`src/rtl/lcd_timing_pkg.sv`:
```
// Shared timing definitions for the 800x480 LCD path.
// Holds the generator FSM state type and the default raster timing constants
// used by the timing generator and by the downstream pixel generators.
package lcd_timing_pkg;

   typedef enum logic [1:0] {IDLE, RUN, DRAIN} tgen_state_t;

   localparam int unsigned H_ACTIVE = 800;
   localparam int unsigned H_FP     = 210;
   localparam int unsigned H_SYNC   = 30;
   localparam int unsigned H_BP     = 16;
   localparam int unsigned X_LIM    = H_ACTIVE + H_FP + H_SYNC + H_BP - 1;  // 1055

   localparam int unsigned V_ACTIVE = 480;
   localparam int unsigned V_FP     = 22;
   localparam int unsigned V_SYNC   = 13;
   localparam int unsigned V_BP     = 10;
   localparam int unsigned Y_LIM    = V_ACTIVE + V_FP + V_SYNC + V_BP - 1;  // 524

endpackage

```
`src/rtl/lcd_timing_gen_if.sv`:
```
// Scan/strobe bundle between the LCD timing generator and its consumers.
//   run_req      : scan request level from the consumer side
//   Xpos, Ypos   : raster coordinates
//   line_start   : pulse at Xpos==0 while running
//   frame_start  : pulse at (0,0) while running
//   running      : generator is in RUN or DRAIN
//   hsync_n, vsync_n, de : delayed panel strobes
//   frame_cnt    : frame counter, present only with LCD_FRAME_CNT_EN
// modport master is the generator, modport slave the consumer.
interface lcd_timing_gen_if;

   logic        run_req;
   logic [10:0] Xpos;
   logic [9:0]  Ypos;
   logic        line_start;
   logic        frame_start;
   logic        running;
   logic        hsync_n;
   logic        vsync_n;
   logic        de;
`ifdef LCD_FRAME_CNT_EN
   logic [15:0] frame_cnt;
`endif

   modport master (
      input  run_req,
      output Xpos, Ypos, line_start, frame_start, running, hsync_n, vsync_n, de
`ifdef LCD_FRAME_CNT_EN
      , output frame_cnt
`endif
   );

   modport slave (
      output run_req,
      input  Xpos, Ypos, line_start, frame_start, running, hsync_n, vsync_n, de
`ifdef LCD_FRAME_CNT_EN
      , input frame_cnt
`endif
   );

endinterface

```
`src/rtl/sync_delay_line.sv`:
```
// Fixed-depth shift register used to align panel strobes with registered RGB.
//   clk   : pixel clock
//   reset : synchronous active-high reset, loads RESET_VAL into every stage
//   d_i   : undelayed strobes
//   q_o   : strobes delayed by DEPTH clocks (DEPTH=0 gives a combinational bypass)
module sync_delay_line #(
   parameter int unsigned          DEPTH     = 2,
   parameter int unsigned          WIDTH     = 3,
   parameter logic [WIDTH-1:0]     RESET_VAL = '0
) (
   input  logic             clk,
   input  logic             reset,
   input  logic [WIDTH-1:0] d_i,
   output logic [WIDTH-1:0] q_o
);

   if (DEPTH == 0) begin : g_bypass
      logic unused_clk_reset;
      assign unused_clk_reset = clk ^ reset;
      assign q_o = d_i;
   end else begin : g_shift
      logic [WIDTH-1:0] stage_q [DEPTH];

      always_ff @(posedge clk) begin
         if (reset) begin
            for (int unsigned i = 0; i < DEPTH; i++) begin
               stage_q[i] <= RESET_VAL;
            end
         end else begin
            stage_q[0] <= d_i;
            for (int unsigned i = 1; i < DEPTH; i++) begin
               stage_q[i] <= stage_q[i-1];
            end
         end
      end

      assign q_o = stage_q[DEPTH-1];
   end

endmodule

```
`src/rtl/lcd_timing_gen.sv`:
```
// Raster timing generator for the LCD path.
// Produces Xpos/Ypos scan coordinates, line/frame start pulses and the panel
// hsync_n/vsync_n/de strobes delayed by PIX_LATENCY clocks. Scanning starts
// on run_req and only stops at a frame boundary.
//   clk   : pixel clock
//   reset : synchronous active-high reset
//   tg    : lcd_timing_gen_if master (run_req in, scan/strobe outputs)
// Optional: define LCD_FRAME_CNT_EN to add the 16-bit frame_cnt output.
module lcd_timing_gen
   import lcd_timing_pkg::*;
#(
   parameter int unsigned H_ACTIVE_P  = H_ACTIVE,
   parameter int unsigned H_FP_P      = H_FP,
   parameter int unsigned H_SYNC_P    = H_SYNC,
   parameter int unsigned H_BP_P      = H_BP,
   parameter int unsigned V_ACTIVE_P  = V_ACTIVE,
   parameter int unsigned V_FP_P      = V_FP,
   parameter int unsigned V_SYNC_P    = V_SYNC,
   parameter int unsigned V_BP_P      = V_BP,
   parameter int unsigned PIX_LATENCY = 2
) (
   input  logic            clk,
   input  logic            reset,
   lcd_timing_gen_if.master tg
);

   localparam logic [10:0] XLim     = 11'(H_ACTIVE_P + H_FP_P + H_SYNC_P + H_BP_P - 1);
   localparam logic [9:0]  YLim     = 10'(V_ACTIVE_P + V_FP_P + V_SYNC_P + V_BP_P - 1);
   localparam logic [10:0] XAct     = 11'(H_ACTIVE_P);
   localparam logic [10:0] XHsStart = 11'(H_ACTIVE_P + H_FP_P);
   localparam logic [10:0] XHsEnd   = 11'(H_ACTIVE_P + H_FP_P + H_SYNC_P);
   localparam logic [9:0]  YAct     = 10'(V_ACTIVE_P);
   localparam logic [9:0]  YVsStart = 10'(V_ACTIVE_P + V_FP_P);
   localparam logic [9:0]  YVsEnd   = 10'(V_ACTIVE_P + V_FP_P + V_SYNC_P);

   tgen_state_t state_q;
   logic [10:0] x_q, x_d;
   logic [9:0]  y_q, y_d;
   logic        running_q;
   logic        frame_end;

   // Counter advance shared by RUN and DRAIN.
   always_comb begin
      frame_end = (x_q == XLim) && (y_q == YLim);
      x_d       = x_q + 11'd1;
      y_d       = y_q;
      if (x_q == XLim) begin
         x_d = '0;
         y_d = (y_q == YLim) ? '0 : y_q + 10'd1;
      end
   end

   always_ff @(posedge clk) begin
      if (reset) begin
         state_q   <= IDLE;
         x_q       <= '0;
         y_q       <= '0;
         running_q <= 1'b0;
      end else begin
         unique case (state_q)
            IDLE: begin
               x_q <= '0;
               y_q <= '0;
               if (tg.run_req) begin
                  state_q   <= RUN;
                  running_q <= 1'b1;
               end
            end
            RUN, DRAIN: begin
               x_q <= x_d;
               y_q <= y_d;
               // A stop request only takes effect at the last pixel of a frame.
               if (tg.run_req) begin
                  state_q <= RUN;
               end else if (frame_end) begin
                  state_q   <= IDLE;
                  running_q <= 1'b0;
               end else begin
                  state_q <= DRAIN;
               end
            end
            default: begin
               state_q   <= IDLE;
               x_q       <= '0;
               y_q       <= '0;
               running_q <= 1'b0;
            end
         endcase
      end
   end

   logic de_raw, hs_raw, vs_raw;
   logic [2:0] strobe_raw, strobe_dly;

   always_comb begin
      de_raw = running_q && (x_q < XAct) && (y_q < YAct);
      hs_raw = running_q && (x_q >= XHsStart) && (x_q < XHsEnd);
      vs_raw = running_q && (y_q >= YVsStart) && (y_q < YVsEnd);
   end

   assign strobe_raw = {~hs_raw, ~vs_raw, de_raw};

   sync_delay_line #(
      .DEPTH     (PIX_LATENCY),
      .WIDTH     (3),
      .RESET_VAL (3'b110)
   ) u_sync_delay_line (
      .clk   (clk),
      .reset (reset),
      .d_i   (strobe_raw),
      .q_o   (strobe_dly)
   );

   assign tg.Xpos        = x_q;
   assign tg.Ypos        = y_q;
   assign tg.running     = running_q;
   assign tg.line_start  = running_q && (x_q == '0);
   assign tg.frame_start = running_q && (x_q == '0) && (y_q == '0);
   assign tg.hsync_n     = strobe_dly[2];
   assign tg.vsync_n     = strobe_dly[1];
   assign tg.de          = strobe_dly[0];

`ifdef LCD_FRAME_CNT_EN
   logic [15:0] frame_cnt_q;

   always_ff @(posedge clk) begin
      if (reset) begin
         frame_cnt_q <= '0;
      end else if (tg.frame_start) begin
         frame_cnt_q <= frame_cnt_q + 16'd1;
      end
   end

   assign tg.frame_cnt = frame_cnt_q;
`endif

endmodule

```
`src/flat_wrapper.sv`:
```
// flat-port wrapper written by rule: the top's interface ports become plain ports
module lcd_timing_gen_flat import lcd_timing_pkg::*;
#(
   parameter int unsigned H_ACTIVE_P  = H_ACTIVE,
   parameter int unsigned H_FP_P      = H_FP,
   parameter int unsigned H_SYNC_P    = H_SYNC,
   parameter int unsigned H_BP_P      = H_BP,
   parameter int unsigned V_ACTIVE_P  = V_ACTIVE,
   parameter int unsigned V_FP_P      = V_FP,
   parameter int unsigned V_SYNC_P    = V_SYNC,
   parameter int unsigned V_BP_P      = V_BP,
   parameter int unsigned PIX_LATENCY = 2
)
  (clk, reset, tg_run_req, tg_Xpos, tg_Ypos, tg_line_start, tg_frame_start, tg_running, tg_hsync_n, tg_vsync_n, tg_de);
  lcd_timing_gen_if tg_i ();
  input  logic clk;
  input  logic reset;
  input wire logic [$bits(tg_i.run_req)-1:0] tg_run_req;
  output wire logic [$bits(tg_i.Xpos)-1:0] tg_Xpos;
  output wire logic [$bits(tg_i.Ypos)-1:0] tg_Ypos;
  output wire logic [$bits(tg_i.line_start)-1:0] tg_line_start;
  output wire logic [$bits(tg_i.frame_start)-1:0] tg_frame_start;
  output wire logic [$bits(tg_i.running)-1:0] tg_running;
  output wire logic [$bits(tg_i.hsync_n)-1:0] tg_hsync_n;
  output wire logic [$bits(tg_i.vsync_n)-1:0] tg_vsync_n;
  output wire logic [$bits(tg_i.de)-1:0] tg_de;
  assign tg_i.run_req = tg_run_req;
  assign tg_Xpos = tg_i.Xpos;
  assign tg_Ypos = tg_i.Ypos;
  assign tg_line_start = tg_i.line_start;
  assign tg_frame_start = tg_i.frame_start;
  assign tg_running = tg_i.running;
  assign tg_hsync_n = tg_i.hsync_n;
  assign tg_vsync_n = tg_i.vsync_n;
  assign tg_de = tg_i.de;
  lcd_timing_gen #(.H_ACTIVE_P(H_ACTIVE_P), .H_FP_P(H_FP_P), .H_SYNC_P(H_SYNC_P), .H_BP_P(H_BP_P), .V_ACTIVE_P(V_ACTIVE_P), .V_FP_P(V_FP_P), .V_SYNC_P(V_SYNC_P), .V_BP_P(V_BP_P), .PIX_LATENCY(PIX_LATENCY)) u_core (.clk(clk), .reset(reset), .tg(tg_i));
endmodule
```
`config.mk`:
```
export PLATFORM = sky130hd
export DESIGN_NAME = lcd_timing_gen_flat
export DESIGN_NICKNAME = d
export VERILOG_FILES = /design/src/rtl/lcd_timing_pkg.sv /design/src/rtl/lcd_timing_gen_if.sv /design/src/rtl/sync_delay_line.sv /design/src/rtl/lcd_timing_gen.sv /design/src/flat_wrapper.sv
export SDC_FILE = /design/constraint.sdc
export NUM_CORES = 1
export LEC_CHECK = 0
export ABC_AREA = 1
export ABC_CLOCK_PERIOD_IN_PS = 1700
export CORE_UTILIZATION = 45
export CTS_BUF_LIST = sky130_fd_sc_hd__clkbuf_2
export DETAILED_ROUTE_END_ITERATION = 7
export PLACE_DENSITY = 0.7
export SLEW_MARGIN = 20
export SYNTH_ARGS = -nofsm -noshare
export SYNTH_HDL_FRONTEND = slang
export SYNTH_HIERARCHICAL = 1
export SYNTH_SLANG_ARGS = --single-unit
```
`constraint.sdc`:
```
create_clock -name clk -period 1.7 [get_ports clk]
set_input_delay 0.17 -clock clk [delete_from_list [all_inputs] [get_ports clk]]
set_output_delay 0.17 -clock clk [all_outputs]
set_load 0.01 [all_outputs]
```
==> key figures, run 1 <==
Run status
  – Status: finished clean

Placement
  – Place WS: 11.14 ps
  – Routability cong.: 0.8883
  – I/O Buffers: 29
  – Hpwl dp: 3045 um

Detailed routing
  – Routed WL per cell: 11.36 um
  – Routed Antenna Nets: 0
  – DRT Pass-1 Iters: 4
  – Via count: 1,657
  – Post-route DRC: 0
  – Via density: 4.817
  – Total wire length: 3908 um
  – DR iter-0 viols: 82

STA
  – Clk_skew: 7.216 ps
  – Slew @ Worst Pin: 377.4 ps
  – Fmax: 0.6066 GHz
  – Max_slew headroom: 74.61%
  – RSZ-0062 raised after global routing: true
  – Slew Viols, Final: 0
  – Tcrit/Tclk final: 96.97%
  – Final hold violation count: 0
  – Post-route setup slack: 51.56 ps
  – Final Setup Violations: 0
  – Crit path time final: 1648 ps

Layout
  – Fraction of layout cells with a size suffix above 1: 19.80%
  – Area Growth Syn to Fin: 34.81%
  – Core Util, Final: 64.84%
  – Ant diodes: 0
  – NumNets Final: 306

Floorplanning
  – Die area: 3896 sq um
  – Initial Util: 48.10%
  – Die Ht: 62.42 um
  – Ports: 30
  – Num rows: 21
  – Die outline width: 62.42 um
  – Core Region: 3416 sq um

Clock tree
  – Root buffer cell: clkbuf_2
  – CTS tree: yes
  – CTS Buffer Depth: 2
  – CTS Buf Count: 5
  – Worst skew pair latency: 370 ps
  – CTS clk-pin slew, worst paths: 150 ps
  – CTS Hold Buffers Added: 0
  – CTS Sinks: 30
  – CTS H-tree lvls: 2

Global routing
  – Largest net degree at the start of global routing: 10
  – Vias in the first global route: 1,501
  – Initial antenna violation count: 0
  – First-pass GRT wire length: 6610 um
  – GRT overflow: 0
  – Tot GR Track Use: 21.65%

Worst hold path
  – Worst Hold Launch: u_core/u_sync_delay_line/g_shift.stage_q[0][0]
  – Min-delay worst type: reg -> reg

Logic synthesis
  – Yosys cell types: 29
  – Simple-gate share of the synthesized area: 37.09%
  – Top cell type by total area after synthesis: dfxtp_1
  – Compound-cell area share of the yosys netlist: 8.682%
  – Syn Nets: 246
  – Post-synthesis mux area share: 0%
  – Syn avg cell area: 6.932 sq um
  – Share of the synthesized area in the top cell type: 36.56%
  – Synth Register Bits: 30
  – Cells after Synth: 237
  – Main combinational cell family by area after synthesis: simple AND/OR/NAND/NOR gates
  – Sequential element share of the synthesized area: 36.56%
  – Adder-cell share of the synthesized area: 4.570%
  – Post-Syn Area: 1643 sq um
  – Ranking of synthesized cells by area: dfxtp_1 (37%), nor2_1 (9.8%), inv_1 (9.1%)
  – Post-Synth XOR/XNOR Area: 2.133%
  – Ys Warns: 6

Critical path
  – CP Launch Point: u_core/tg.Xpos[9]
  – Worst reg-to-reg path cell count: 8
  – R2R Setup Slk: 150 ps
  – Critical path required time: 1530 ps
  – Worst Setup End Kind: output pin
  – Crit path max fanout: 7
  – WS Path Type: reg -> out
  – RR Startpoint: u_core/tg.Xpos[0]
  – Worst R2R End: u_core/tg.running
  – Worst EP arrival: 1480 ps
  – Startpoint Class: register
  – Setup crit end: tg_Xpos[9]

Pwr
  – Leak: 0.0009519 uW
  – Final total power: 1211 uW
  – Maximum vdd drop: 309.3 uV
  – Pwr per Cell Area: 547.0 nW/um^2

Flow run
  – Max-cap violations: 0
through the flow:
step	instance area, sq um	TNS [ps]	cells	hold slack [ps]
final	2215	0	344	413.8
after global routing	2215	-78.39	344	435.1
after CTS	2212	0	344	413.2
after detailed placement	2163	0	335	387.7
after global placement	2163	0	335	382.2
after floorplan	1643	0	237	239.1
Yosys cell counts, drive strengths merged:
| library cell | number |
|---|---|
| o21a | 2 |
| nand4 | 7 |
| o211ai | 2 |
| a21oi | 11 |
| inv | 42 |
| nor2 | 48 |
| and2 | 1 |
| nand3b | 3 |
| buf | 3 |
| nand2 | 43 |
| a211oi | 1 |
| nand3 | 14 |
| dfxtp | 30 |
| xor2 | 4 |
| nor4 | 1 |
| o21bai | 1 |
| a311oi | 1 |
| ha | 6 |
| o21ai | 6 |
| nor3 | 10 |
| nor3b | 1 |
layout make-up:
cell class | count | area, sq um
sequential | 30 | 603.1
multi-input combinational | 162 | 877.1
tap | 46 | 57.56
fill | 324 | 1201
clock inverter | 3 | 11.26
timing repair buffer | 56 | 483.0
clock buffer | 5 | 25.02
inverter | 42 | 157.7
placed cells by master, fill, tap and decap left out, types with 4 or more instances in the layout:
| cell | instances |
|---|---|
| nand2_2 | 5 |
| clkbuf_2 | 6 |
| buf_4 | 27 |
| nor2_2 | 6 |
| ha_1 | 6 |
| clkdlybuf4s50_1 | 27 |
| nand4_1 | 6 |
| nor3_1 | 6 |
| o21ai_0 | 6 |
| nand2_1 | 38 |
| nor2_1 | 41 |
| a21oi_1 | 10 |
| xor2_1 | 4 |
| dfxtp_1 | 28 |
| inv_1 | 40 |
| nor3_2 | 4 |
| nand3_1 | 11 |
how the worst min path moves through the flow:
stage | endpoint | slack, ps | cells past startpoint
floorplan | u_core/state_q[0] | 240 | 1
global placement | u_core/u_sync_delay_line/g_shift.stage_q[0][4] | 380 | 2
detailed placement | u_core/u_sync_delay_line/g_shift.stage_q[0][4] | 390 | 2
CTS | u_core/u_sync_delay_line/g_shift.stage_q[0][3] | 410 | 2
global route | u_core/u_sync_delay_line/g_shift.stage_q[0][4] | 440 | 2
finish | u_core/u_sync_delay_line/g_shift.stage_q[0][3] | 410 | 2
worst max-delay path, stage by stage, from the launching register on:
cell	delay (ps)
dfxtp_1	390
buf_4	170
clkdlybuf4s50_1	540
sequential cells by signal (all words and copies together) (netlist names):
name                                      flops
u_core/tg.Ypos                               10
u_core/u_sync_delay_line/g_shift.stage_q      6
u_core/state_q                                2
u_core/tg.running                             1
u_core/tg.Xpos                               11
report_power, final:
group / switching [uW] / internal, uW / total, uW
sequential: 8.89 / 718 / 727
combinational: 85.0 / 67.3 / 152
clock: 245 / 87.5 / 332
cells by family after synthesis:
| logic type | Yosys count |
|---|---|
| AO/OA/AOI/OAI | 24 |
| XOR/XNOR | 4 |
| adder cells (fa/ha/maj) | 6 |
| buffers and inverters | 45 |
| flip-flops | 30 |
| AND/OR/NAND/NOR | 128 |
per-layer routing:
| layer | vias to the layer above | global-route usage, % | part of all wire [%] |
|---|---|---|---|
| met2 | 52 | 32.34 | 43 |
| li1 | 871 | - | - |
| met3 | 8 | 5.109 | 5.4 |
| met1 | 726 | 29.14 | 50 |
| met4 | 0 | 10.47 | 1.9 |
| met5 | - | 0 | 0 |
what timing repair did:
| item | in CTS | in global routing |
|---|---|---|
| pin swaps | 1 | 1 |
| setup buffers | 1 | 0 |
| hold endpoints to repair | 0 | 0 |
| setup endpoints to repair | 2 | 5 |
| gates cloned | 0 | 0 |
| gates resized for setup | 10 | 3 |
Power figures use the tool's default switching activity.
==> inputs of run 2 (changes only) <==
SKIP_CTS_REPAIR_TIMING = 1   (was not set)
==> key figures, run 2 (synthesis results as in run 1) <==
Floorplanning
  – Initial Util: 48.10%
  – Die Ht: 62.42 um
  – Ports: 30
  – Core Region: 3416 sq um
  – Num rows: 21
  – Die area: 3896 sq um
  – Die outline width: 62.42 um

Critical path
  – Crit path max fanout: 2
  – R2R Setup Slk: 140 ps
  – Worst Setup End Kind: output pin
  – Worst EP arrival: 1570 ps
  – WS Path Type: reg -> out
  – Critical path required time: 1530 ps
  – RR Startpoint: u_core/state_q[0]
  – CP Launch Point: u_core/tg.Xpos[6]
  – Startpoint Class: register

Worst hold path
  – Min-delay worst type: reg -> reg
  – Worst Hold Launch: u_core/u_sync_delay_line/g_shift.stage_q[0][0]

Detailed routing
  – Routed WL per cell: 11.25 um
  – DR iter-0 viols: 88
  – Via count: 1,663
  – Total wire length: 3893 um
  – Via density: 4.806
  – Routed Antenna Nets: 0
  – DRT Pass-1 Iters: 4
  – Post-route DRC: 0

Pwr
  – Leak: 0.0009582 uW
  – Final total power: 1231 uW
  – Maximum vdd drop: 312.0 uV
  – Pwr per Cell Area: 548.5 nW/um^2

Placement
  – Placed inst area: 2163 sq um
  – Hpwl dp: 3045 um
  – Routability cong.: 0.8883
  – I/O Buffers: 29

Global routing
  – Initial antenna violation count: 0
  – Largest net degree at the start of global routing: 10
  – GRT overflow: 0
  – Tot GR Track Use: 21.62%
  – Vias in the first global route: 1,496
  – First-pass GRT wire length: 6596 um

Clock tree
  – CTS Buf Count: 5
  – CTS Buffer Depth: 2
  – CTS tree: yes
  – Root buffer cell: clkbuf_2
  – CTS clk-pin slew, worst paths: 150 ps
  – CTS H-tree lvls: 2
  – CTS Sinks: 30
  – Worst skew pair latency: 370 ps

STA
  – Slew @ Worst Pin: 379.8 ps
  – Max_slew headroom: 74.45%
  – Final hold violation count: 0
  – Fmax: 0.5758 GHz
  – Final Setup Violations: 1
  – Slew Viols, Final: 0
  – Post-route setup slack: -36.68 ps
  – Tcrit/Tclk final: 102.2%
  – Clk_skew: 5.970 ps
  – Crit path time final: 1737 ps
  – RSZ-0062 raised after global routing: true

Layout
  – Max FFs per register: 11
  – Fraction of layout cells with a size suffix above 1: 21.67%
  – Design Area, Final: 2243 sq um
  – Area Growth Syn to Fin: 36.56%
  – NumNets Final: 308
  – FILL cells: 318
  – Ant diodes: 0
  – Commonest non-fill, non-tap cell in the layout: nor2_1
  – Highest-count cells in the layout ignoring fill and taps: nor2_1 (41), nand2_1 (38), inv_1 (37)

Flow run
  – Max-cap violations: 0

Run status
  – Status: finished, violations left
  – Failing checks: setup timing
==> run 2: cell types whose count changed in the layout (fill, tap and decap cells not counted) <==
cell and change:
nor3_4 +1, buf_6 +1, inv_1 -3, buf_4 +2, dfxtp_2 +1, dfxtp_1 -1, inv_2 +3, nor3_2 -1
clkbuf_2 -1
==> run 2: per-stage QoR <==
| stage | worst slack (ps) | instances | hold WS (ps) | setup TNS (ps) | util [%] |
|---|---|---|---|---|---|
| floorplan | 285.6 | 237 | 239.1 | 0 | - |
| global placement | 39.81 | 335 | 382.2 | 0 | 63.33 |
| detailed placement | 11.14 | 335 | 387.7 | 0 | 63.33 |
| CTS | -428.0 | 343 | 413.2 | -704.9 | 64.40 |
| global route | -134.2 | 346 | 435.1 | -137.8 | 65.68 |
| finish | -36.68 | 346 | 414.6 | -36.68 | 65.68 |
==> run 2: per-layer routing <==
layer | share of wire, % | vias to the layer above | global-route usage, % | wire, um
met3 | 4.6 | 8 | 4.927 | 179
met4 | 2.0 | 0 | 10.47 | 76
li1 | - | 871 | - | -
met2 | 43 | 43 | 32.34 | 1656
met5 | 0 | - | 0 | 0
met1 | 51 | 741 | 29.17 | 1980
==> run 2: power breakdown <==
group / switching [uW] / total [uW] / internal, uW
Clock: 244 / 332 / 87.5
Combinational: 89.6 / 172 / 82.4
Sequential: 8.99 / 727 / 718
==> run 2: worst max-delay path, stage by stage, from the launching register on <==
cell      delay (ps)
dfxtp_1          340
nand3b_1         180
nor2_2           140
nand4_1          130
buf_4            160
nor3_4           100
buf_2            150
==> run 2: area by class of cell <==
| class | count | area (sq um) | area share, % |
|---|---|---|---|
| clock buffers | 5 | 25.02 | 1.115 |
| clock inverters | 3 | 11.26 | 0.5020 |
| inverters | 42 | 157.7 | 7.027 |
| multi-input cells | 162 | 883.3 | 39.38 |
| flip-flops and latches | 30 | 604.3 | 26.94 |
| well taps | 46 | 57.56 | 2.566 |
| repair buffers | 58 | 504.2 | 22.48 |
==> run 2: worst paths after layout <==
kind	endpoint	cells past startpoint
setup reg to reg	u_core/tg.Xpos[8]	6
hold / removal	u_core/u_sync_delay_line/g_shift.stage_q[0][3]	2
setup / recovery	tg_frame_start	6
hold reg to reg	u_core/u_sync_delay_line/g_shift.stage_q[0][3]	2
==> inputs of run 3 (changes only) <==
SLEW_MARGIN = not set   (was 20)
==> results of run 3 <==
The final DEF is identical to that of run 2; final timing and power are the same.
